<file path="src/rtl/alu_pipe.sv">
// alu_pipe: two-stage pipelined ALU with valid/ready on both sides and a
// saturating counter of delivered overflow results.
module alu_pipe #(
  parameter int unsigned WIDTH = 32,
  parameter int unsigned CNT_W = 8
) (
  input  logic             clk,
  input  logic             reset,
  input  logic             in_valid,
  output logic             in_ready,
  input  logic [WIDTH-1:0] A,
  input  logic [WIDTH-1:0] B,
  input  logic [2:0]       CTRL,
  output logic             out_valid,
  input  logic             out_ready,
  output logic [WIDTH-1:0] R,
  output logic             zero,
  output logic             neg,
  output logic             carry,
  output logic             ovf,
  input  logic             clr_cnt,
  output logic [CNT_W-1:0] ovf_cnt
);

  localparam int unsigned ShW = $clog2(WIDTH);

  typedef enum logic [2:0] {
    OpAdd, OpSub, OpAnd, OpOr, OpXor, OpSlt, OpSll, OpSrl
  } op_e;

  // Stage 1: captured operands
  logic             s1_valid_q, s1_valid_d;
  logic [WIDTH-1:0] a_q, a_d, b_q, b_d;
  op_e              op_q, op_d;

  // Stage 2: computed result and flags
  logic             s2_valid_q, s2_valid_d;
  logic [WIDTH-1:0] r_q, r_d;
  logic             zero_q, zero_d, neg_q, neg_d, carry_q, carry_d, ovf_q, ovf_d;

  logic [CNT_W-1:0] cnt_q, cnt_d;

  logic             adv1, adv2;
  logic [WIDTH:0]   sum, diff;
  logic [WIDTH-1:0] res;
  logic             res_c, res_o;

  // Combinational ALU operating on stage-1 contents
  always_comb begin
    sum   = {1'b0, a_q} + {1'b0, b_q};
    diff  = {1'b0, a_q} + {1'b0, ~b_q} + (WIDTH + 1)'(1);
    res   = '0;
    res_c = 1'b0;
    res_o = 1'b0;
    unique case (op_q)
      OpAdd: begin
        res   = sum[WIDTH-1:0];
        res_c = sum[WIDTH];
        res_o = (a_q[WIDTH-1] == b_q[WIDTH-1]) && (sum[WIDTH-1] != a_q[WIDTH-1]);
      end
      OpSub: begin
        res   = diff[WIDTH-1:0];
        // No carry out of A + ~B + 1 means A < B unsigned, i.e. a borrow.
        res_c = ~diff[WIDTH];
        res_o = (a_q[WIDTH-1] != b_q[WIDTH-1]) && (diff[WIDTH-1] != a_q[WIDTH-1]);
      end
      OpAnd: res = a_q & b_q;
      OpOr:  res = a_q | b_q;
      OpXor: res = a_q ^ b_q;
      OpSlt: res = {{(WIDTH-1){1'b0}}, ($signed(a_q) < $signed(b_q))};
      OpSll: res = a_q << b_q[ShW-1:0];
      OpSrl: res = a_q >> b_q[ShW-1:0];
      default: res = '0;
    endcase
  end

  // Handshake and pipeline next-state
  always_comb begin
    adv2       = ~s2_valid_q | out_ready;
    adv1       = ~s1_valid_q | adv2;

    s1_valid_d = adv1 ? in_valid : s1_valid_q;
    a_d        = a_q;
    b_d        = b_q;
    op_d       = op_q;
    if (adv1 && in_valid) begin
      a_d  = A;
      b_d  = B;
      op_d = op_e'(CTRL);
    end

    s2_valid_d = adv2 ? s1_valid_q : s2_valid_q;
    r_d        = r_q;
    zero_d     = zero_q;
    neg_d      = neg_q;
    carry_d    = carry_q;
    ovf_d      = ovf_q;
    // Result registers only move when a real beat advances, so a stalled
    // output holds steady.
    if (adv2 && s1_valid_q) begin
      r_d     = res;
      zero_d  = (res == '0);
      neg_d   = res[WIDTH-1];
      carry_d = res_c;
      ovf_d   = res_o;
    end

    cnt_d = cnt_q;
    if (clr_cnt) begin
      cnt_d = '0;
    end else if (s2_valid_q && out_ready && ovf_q && (cnt_q != '1)) begin
      cnt_d = cnt_q + CNT_W'(1);
    end
  end

  // State registers with asynchronous active-low reset
  always_ff @(posedge clk or negedge reset) begin
    if (!reset) begin
      s1_valid_q <= 1'b0;
      a_q        <= '0;
      b_q        <= '0;
      op_q       <= OpAdd;
      s2_valid_q <= 1'b0;
      r_q        <= '0;
      zero_q     <= 1'b0;
      neg_q      <= 1'b0;
      carry_q    <= 1'b0;
      ovf_q      <= 1'b0;
      cnt_q      <= '0;
    end else begin
      s1_valid_q <= s1_valid_d;
      a_q        <= a_d;
      b_q        <= b_d;
      op_q       <= op_d;
      s2_valid_q <= s2_valid_d;
      r_q        <= r_d;
      zero_q     <= zero_d;
      neg_q      <= neg_d;
      carry_q    <= carry_d;
      ovf_q      <= ovf_d;
      cnt_q      <= cnt_d;
    end
  end

  assign in_ready  = adv1;
  assign out_valid = s2_valid_q;
  assign R         = r_q;
  assign zero      = zero_q;
  assign neg       = neg_q;
  assign carry     = carry_q;
  assign ovf       = ovf_q;
  assign ovf_cnt   = cnt_q;

endmodule

</file>
<file path="config.mk">
export PLATFORM = sky130hd
export DESIGN_NAME = alu_pipe
export DESIGN_NICKNAME = d
export VERILOG_FILES = /design/src/rtl/alu_pipe.sv
export SDC_FILE = /design/constraint.sdc
export NUM_CORES = 1
export LEC_CHECK = 0
export CORE_MARGIN = 5
export CORE_UTILIZATION = 44
export DETAILED_ROUTE_END_ITERATION = 8
export HOLD_SLACK_MARGIN = 0.12
export PLACE_DENSITY_LB_ADDON = 0.05
export SYNTH_ARGS = -nofsm -noshare
export SYNTH_HDL_FRONTEND = slang
export SYNTH_SLANG_ARGS = --single-unit
</file>
<file path="constraint.sdc">
create_clock -name clk -period 4.1 [get_ports clk]
set_clock_uncertainty 0.15 [all_clocks]
set_input_delay 0.82 -clock clk [delete_from_list [all_inputs] [get_ports clk]]
set_output_delay 0.82 -clock clk [all_outputs]
set_load 0.005 [all_outputs]
</file>
==> results.tsv, run 1 <==
stage	metric	value	unit
worst_setup_path	crit_type	flop to flop	
synth	synth_commonest_cells	139 x nand2_1, 138 x nor2_1, 122 x a21oi_1, 112 x dfrtp_1, 98 x ha_1	
layout	n_antenna_cell	0	
routing	drc	0	
timing	worst_slew_pin_slew	1.05	ns
place	dpl.hpwl	48.0	mm
cts	cts_tree	built	
worst_setup_path	start_kind	flop	
grt	grt_max_degree	72	
floorplan	die_h	185	microns
synth	post_synth.cell_area_avg	8.07	sq um
worst_setup_path	timing.rr.start	b_q[4]	
synth	syn-num-nets	1843	
cts	clockBufferDepth	2	
place	port_buffers	117	
worst_setup_path	path_delay_family	compound AO/OA/AOI/OAI gates	
worst_hold_path	hp-class	input port to async pin	
synth	synth_flop_cell	dfrtp_1	
cts	postCtsHoldBufs	0	
routing	met3_length	6.30	mm
layout	fillers	3004	
pwr	vdd_ir_drop_max	331	uV
pwr	p_per_area	488	nW/um^2
worst_setup_path	cp_data_required_time	4.24	ns
worst_setup_path	slowest_stage	ha_2	
routing	highest_layer	met4	
synth	syn_inst	1671	
synth	ys_async_sr_fraction	100	%
timing	finalSetupViolCount	0	
layout	nets	1990	
place	dp.cells	2203	
synth	synth_top_area_cell	dfrtp_1	
timing	period_minus_slack	3.96	ns
cts	cts-buffers-inserted	9	
worst_setup_path	rr_worst_depth	13	
floorplan	io_pins	118	
synth	netlist_top_cells_area	dfrtp_1 21%, ha_1 9.1%, mux2_2 7.8%	
synth	synth_top_area_share	20.8	%
timing	hold_violations	0	
pwr	power.total	7970	uW
synth	ys_ff_latch	112	
routing	drt_iter0_drc	1837	
place	gp_congestion	1.04	
timing	period_share	96.6	%
timing	relSlewSlack	30.3	%
floorplan	die_area	34300	sq um
worst_setup_path	path_cells	inv_1, ha_2, nor2b_1, or2_2, o2111ai_1, o2111ai_1, o211ai_1, nor2b_1, nor4b_1, o41ai_1, xnor2_1, o21ai_1, mux2_2	
worst_setup_path	endpoint	R[29]	
worst_setup_path	path_buf_inv	1	
layout	utilization	53.6	%
grt	overflow	0	
floorplan	die_w	185	microns
synth	synth.most_common_cell	nand2_1	
synth	synth.distinct_cells	86	
floorplan	initial_utilization	44.3	%
floorplan	coreArea	30400	sq um
worst_setup_path	rr_endpoint	R[29]	
timing	max_freq	253	MHz
timing	maxSlewViolCount	0	
synth	synth-edff-count	0	
cts	clk_pin_slew	0.09	ns
grt	antenna_found_initial	0	
worst_setup_path	reg2reg_slack	0.14	ns
routing	ant_nets	0	
routing	firstDrtPassIters	6	
cts	clock_latency	0.40	ns
worst_setup_path	crit_path_max_incr_delay	0.47	ns
pwr	leakage	0.00696	uW
worst_setup_path	worstSetupStartpoint	b_q[4]	
job	drv_cap	0	
grt	grt_pass1_wl	89.0	mm
outcome	status	finished clean	
cts	cts.sinks	112	
routing	dr_wl_met2	25.4	mm
worst_setup_path	critPathMaxFanout	8	
routing	num_vias	14700	
cts	cts-root-buf	clkbuf_16	
routing	vias_per_cell	6.62	
floorplan	fp-row-count	64	
routing	routedWlPerCell	27.2	microns
cts	h-tree-depth	3	
worst_setup_path	cp.depth	13	
synth	synth_seq_area_share	20.8	%
grt	track_usage	34.5	%
worst_setup_path	cp.arrival	4.10	ns
timing	setup_tns	0	ns
layout	syn_to_final_growth	20.9	%
grt	grt_pass1_vias	13600	
synth	synth_warnings	0	
routing	routed_wl	60.3	mm
synth	synth_area	13500	sq um
routing	drt-met1-wl	26.2	mm
worst_setup_path	cp-end-kind	flop	
layout	stdcell_count	2219	
layout	layout-drive-gt1-share	18.3	%
## what timing repair did
action / in CTS / in global routing
pin swaps: 0 / 0
setup buffers: 0 / 0
gates resized for setup: 1 / 14
endpoints found under the setup margin: 1 / 3
gates cloned: 0 / 0
## state kept, by name (all words and copies together) (netlist names)
register and cells:
R 32, a_q 32, b_q 32, ovf_cnt 8
op_q 3, carry 1, out_valid 1, ovf 1
s1_valid_q 1, zero 1
## cell families after synthesis
kind of cell    share of synthesized area (%)
xor+xnor                                 1.88
fa+ha+maj                                9.39
compound gates                           26.1
mux                                      17.3
flops                                    20.8
buf+inv                                  7.00
simple gates                             17.6
## how the worst min path moves through the flow
stage	startpoint	end	slack, ns	cells past startpoint
floorplan	R[25]	R[25]	0.32	2
global placement	R[10]	R[10]	0.31	2
detailed placement	R[8]	R[8]	0.32	2
CTS	reset	b_q[7]	0.29	1
global route	reset	b_q[6]	0.33	1
finish	reset	op_q[0]	0.27	1
## area by class of cell
class	count	area (sq um)	area share, %
clock inverter	7	106	0.652
multi-input combinational	1327	9850	60.4
tap	396	495	3.04
clock buffer	9	225	1.38
sequential	112	2810	17.3
inverter	99	372	2.28
timing repair buffer	269	2450	15.0
## stage by stage
step	worst slack, ns	hold slack (ns)	area (sq um)
3_5_place_dp	-0.299	0.319	15900
4_1_cts	0.0426	0.287	16200
5_1_grt	-0.00268	0.328	16300
2_1_floorplan	0.0486	0.323	13500
6_report	0.141	0.273	16300
3_3_place_gp	-0.386	0.313	15900
## metal layers
layer  global-route usage, %  vias up
li1                        -     6505
met1                    50.9     7122
met2                    50.7      934
met3                    6.01      133
met4                    12.2        0
met5                       0        -
## power by group
group,internal [uW],switching (uW),total (uW),leakage [uW]
Clock,500,505,1000,0.000157
Sequential,1340,201,1550,0.00135
Combinational,2210,3210,5420,0.00545
Total,4050,3910,7970,0.00696
## cell usage in the layout, fill, tap and decap left out, types with 33 or more instances in the layout
cell type	netlist	routed
dfrtp_1	112	107
mux2_2	93	93
nand2_1	139	137
a21oi_1	122	121
inv_1	96	96
ha_1	98	97
clkdlybuf4s50_1	0	116
nor3_1	48	46
buf_4	5	142
a211oi_1	38	36
nor2_1	138	138
nand3_1	33	33
o21ai_0	95	95
mux2i_1	71	71
(Power assumes the default switching activity.)
==> inputs of run 2 (changes only) <==
--- a/config.mk
+++ b/config.mk
@@ -8,6 +8,7 @@
 export CORE_MARGIN = 5
 export CORE_UTILIZATION = 44
 export DETAILED_ROUTE_END_ITERATION = 8
+export GPL_ROUTABILITY_DRIVEN = 0
 export HOLD_SLACK_MARGIN = 0.12
 export PLACE_DENSITY_LB_ADDON = 0.05
 export SYNTH_ARGS = -nofsm -noshare
==> constraint.sdc (replaced) <==
create_clock -name clk -period 4.15 [get_ports clk]
set_clock_uncertainty 0.15 [all_clocks]
set_input_delay 0.83 -clock clk [delete_from_list [all_inputs] [get_ports clk]]
set_output_delay 0.83 -clock clk [all_outputs]
set_load 0.005 [all_outputs]
==> results.tsv, run 2 (same netlist as run 1, synthesis figures left out) <==
stage	metric	value	unit
routing	vias_per_cell	6.63	
timing	maxSlewViolCount	0	
floorplan	coreArea	30400	sq um
cts	cts.sinks	112	
grt	grt_max_degree	94	
cts	cts-buffers-inserted	9	
timing	hold_violations	0	
pwr	leakage	0.00689	uW
worst_setup_path	critPathMaxFanout	8	
routing	num_vias	14700	
floorplan	initial_utilization	44.3	%
layout	syn_to_final_growth	19.8	%
routing	routedWlPerCell	25.3	microns
grt	grt_pass1_vias	13600	
layout	final_common_cell	nor2_1	
floorplan	die_h	185	microns
worst_setup_path	cp-end-kind	flop	
grt	track_usage	32.0	%
cts	postCtsSetupRepairBufs	0	
routing	routed_wl	55.9	mm
job	drv_cap	0	
grt	grt_pass1_wl	84.2	mm
routing	drt_iter0_drc	2401	
timing	worst_slew_pin_slew	1.01	ns
worst_setup_path	cp.arrival	4.23	ns
layout	nets	1980	
cts	cts_tree	built	
worst_setup_path	crit_type	flop to flop	
cts	cts-root-buf	clkbuf_16	
worst_hold_path	hp-class	input port to async pin	
floorplan	fp-row-count	64	
cts	postCtsHoldBufs	0	
timing	period_minus_slack	4.10	ns
routing	ant_nets	0	
timing	grt_setup_unrepaired	true	
floorplan	io_pins	118	
layout	stdcell_count	2210	
routing	drc	0	
timing	period_share	98.8	%
worst_setup_path	cp_data_required_time	4.28	ns
cts	post_cts_resized	0	
cts	clock_latency	0.40	ns
grt	overflow	0	
timing	finalSetupViolCount	0	
layout	layout_common_cells	138 x nor2_1, 137 x nand2_1, 135 x buf_4	
pwr	vdd_ir_drop_max	246	uV
timing	max_freq	244	MHz
place	dpl.hpwl	44.0	mm
cts	h-tree-depth	3	
timing	relSlewSlack	32.4	%
routing	firstDrtPassIters	7	
pwr	p_per_area	475	nW/um^2
timing	setup_tns	0	ns
place	port_buffers	117	
worst_setup_path	start_kind	flop	
cts	clk_pin_slew	0.08	ns
outcome	status	finished clean	
grt	antenna_found_initial	1	
place	dp.cells	2193	
layout	layout-drive-gt1-share	17.7	%
cts	clockBufferDepth	2	
floorplan	die_area	34300	sq um
floorplan	die_w	185	microns
run 2: layout make-up:
type                            instances  area, sq um
Clock inverter                          6         76.3
Fill cell                            2972        14300
Timing Repair Buffer                  259         2340
Antenna cell                            1         2.50
Sequential cell                       112         2810
Multi-Input combinational cell       1327         9820
Inverter                               99          372
Tap cell                              396          495
Clock buffer                           10          229
run 2: routing by layer:
metal  track usage (%)  wire length (microns)
met2              46.3                  22500
met4              12.9                   2950
met1              45.0                  23200
met5                 0                     29
met3              9.15                   7200
run 2: power breakdown:
| part | internal [uW] | leakage (uW) | switching (uW) |
|---|---|---|---|
| Clock | 478 | 0.000143 | 447 |
| Combinational | 2140 | 0.00539 | 3080 |
| Sequential | 1330 | 0.00135 | 198 |
| Total | 3950 | 0.00689 | 3730 |
run 2: worst paths after layout:
path | slack (ns) | cells past startpoint | end | from
max | 0.05 | 14 | R[29] | a_q[11]
max reg2reg | 0.05 | 14 | R[29] | a_q[11]
min reg2reg | 0.33 | 2 | R[1] | R[1]
max in group asynchronous | 2.77 | 2 | b_q[24] | reset
min | 0.27 | 1 | a_q[7] | reset
min in group clk | 0.33 | 2 | R[1] | R[1]
run 2: worst max-delay path, cell delays in order (launching register included):
cell and delay, ns:
dfrtp_1 0.35, inv_1 0.15, ha_1 0.50, nand4_1 0.20
nor3_1 0.26, buf_4 0.17, o2111ai_1 0.20, a31oi_1 0.43
o211ai_1 0.22, a211oi_1 0.50, o21ai_0 0.21, o41ai_2 0.10
xnor2_1 0.19, o21ai_1 0.08, mux2_2 0.28
run 2: stage by stage:
step,total power (uW),util (%),instance area [sq um],hold WS [ns],setup slack [ns]
floorplan,4480,-,13500,0.323,0.0417
global placement,6490,51.8,15800,0.313,0.0641
detailed placement,6510,51.8,15800,0.320,0.0414
CTS,7460,52.8,16100,0.290,0.0219
global route,8050,53.1,16200,0.319,-0.0664
finish,7680,53.1,16200,0.270,0.0507
==> inputs of run 3 (changes only) <==
--- a/config.mk
+++ b/config.mk
@@ -5,12 +5,13 @@
 export SDC_FILE = /design/constraint.sdc
 export NUM_CORES = 1
 export LEC_CHECK = 0
-export CORE_MARGIN = 5
+export CORE_MARGIN = 10
 export CORE_UTILIZATION = 44
 export DETAILED_ROUTE_END_ITERATION = 8
 export GPL_ROUTABILITY_DRIVEN = 0
 export HOLD_SLACK_MARGIN = 0.12
 export PLACE_DENSITY_LB_ADDON = 0.05
+export RECOVER_POWER = 25
 export SYNTH_ARGS = -nofsm -noshare
 export SYNTH_HDL_FRONTEND = slang
 export SYNTH_SLANG_ARGS = --single-unit
==> results.tsv, run 3 (same netlist as run 1, synthesis figures left out) <==
stage	metric	value	unit
cts	cts_tree	built	
floorplan	io_pins	118	
routing	num_vias	14500	
worst_setup_path	cp_data_required_time	4.33	ns
pwr	p_per_area	473	nW/um^2
layout	syn_to_final_growth	18.7	%
worst_setup_path	crit_type	flop to flop	
grt	grt_pass1_wl	86.3	mm
timing	relSlewSlack	-78.8	%
worst_setup_path	crit_path_max_incr_delay	0.43	ns
routing	routedWlPerCell	25.7	microns
grt	antenna_found_initial	0	
timing	finalSetupViolCount	0	
pwr	vdd_ir_drop_max	236	uV
place	dpl.hpwl	44.2	mm
worst_setup_path	cp-end-kind	flop	
worst_setup_path	cp.arrival	4.21	ns
timing	worst_slew_pin_slew	2.68	ns
worst_setup_path	critPathMaxFanout	77	
routing	firstDrtPassIters	9	
timing	period_share	97.1	%
routing	vias_per_cell	6.62	
pwr	leakage	0.00679	uW
cts	clock_latency	0.40	ns
cts	h-tree-depth	3	
layout	utilization	52.6	%
place	placed_area	15600	sq um
place	port_buffers	117	
floorplan	die_w	195	microns
layout	final_area	16000	sq um
cts	cts-buffers-inserted	9	
layout	final_common_cell	nor2_1	
layout	fillers	2933	
layout	stdcell_count	2190	
timing	hold_violations	0	
worst_hold_path	hp-class	flop to flop	
timing	setup_tns	0	ns
routing	drt_iter0_drc	2139	
grt	overflow	0	
worst_setup_path	slowest_stage	dfrtp_4	
outcome	status	finished, violations left	
grt	track_usage	28.5	%
layout	n_antenna_cell	0	
outcome	violations	max-capacitance violations, max-slew violations	
cts	postCtsHoldBufs	0	
cts	cts-root-buf	clkbuf_16	
grt	grt_max_degree	78	
layout	layout-drive-gt1-share	17.1	%
layout	nets	1961	
cts	clk_pin_slew	0.09	ns
floorplan	initial_utilization	44.3	%
routing	routed_wl	56.4	mm
cts	cts.sinks	112	
floorplan	fp-row-count	64	
timing	period_minus_slack	4.03	ns
floorplan	coreArea	30400	sq um
worst_setup_path	path_cells	buf_12, mux2i_1, mux4_2, a2bb2oi_1, o21ai_0, a211oi_2, nand4_1, nor3_1, nand4_1, nor4_2, buf_4, nand4_1, o21ai_1	
place	dp.cells	2173	
layout	multiInputGateArea	9860	sq um
layout	seq_area	2820	sq um
floorplan	die_area	38100	sq um
layout	layout_common_cells	138 x nor2_1, 137 x nand2_1, 121 x a21oi_1	
worst_setup_path	start_kind	flop	
cts	clockBufferDepth	2	
floorplan	die_h	195	microns
worst_setup_path	critPathMostFrequentCell	nand4_1	
routing	drc	0	
timing	maxSlewViolCount	45	
routing	ant_nets	0	
timing	max_freq	248	MHz
grt	grt_pass1_vias	13800	
job	drv_cap	1	
[run 3: cell type report]
cell class                      count  area share [%]
Multi-Input combinational cell   1327            61.6
Sequential cell                   112            17.6
Timing Repair Buffer              240            13.5
Tap cell                          396            3.10
Inverter                           99            2.32
Clock buffer                       10            1.49
Clock inverter                      6           0.367
[run 3: metal layers]
metal,share of wire [%],track usage (%)
met2,41,40.8
met3,13,8.65
met4,4.6,11.8
met5,0,0
met1,42,39.0
[run 3: repair_timing]
action                                  4_1_cts  5_1_grt
pin swaps                                     0        2
endpoints found under the setup margin        1        4
setup buffers                                 0        1
endpoints found under the hold margin         0        0
gates resized for setup                       1       19
[run 3: critical path, delay by kind of cell (launching register included)]
family | cells | cell delay [ns]
multiplexers | 2 | 0.75
buffers and inverters | 2 | 0.49
AO/OA/AOI/OAI | 4 | 1.11
AND/OR/NAND/NOR | 5 | 0.97
flip-flops | 1 | 0.43
[run 3: per-stage QoR]
stage,power [uW],hold WS (ns),worst slack [ns]
CTS,7340,0.311,0.0119
finish,7570,0.331,0.118
global placement,6400,0.313,-0.144
global route,7970,0.364,-0.0586
detailed placement,6400,0.323,-0.0596
floorplan,4480,0.323,0.0417
[run 3: worst paths after layout]
path                            startpoint      to  slack, ns  cells past startpoint
worst max register to register      b_q[2]    zero       0.12                     13
min in group asynchronous            reset  b_q[6]       1.13                      1
worst max-delay path                b_q[2]    zero       0.12                     13
worst min register to register       R[13]   R[13]       0.33                      2
max in group asynchronous            reset  b_q[0]       0.82                      1
worst min-delay path                 R[13]   R[13]       0.33                      2
[run 3: power by group]
| group | total, uW | switching (uW) | internal [uW] |
|---|---|---|---|
| Sequential | 1550 | 218 | 1330 |
| Clock | 906 | 468 | 438 |
| Combinational | 5120 | 3050 | 2070 |
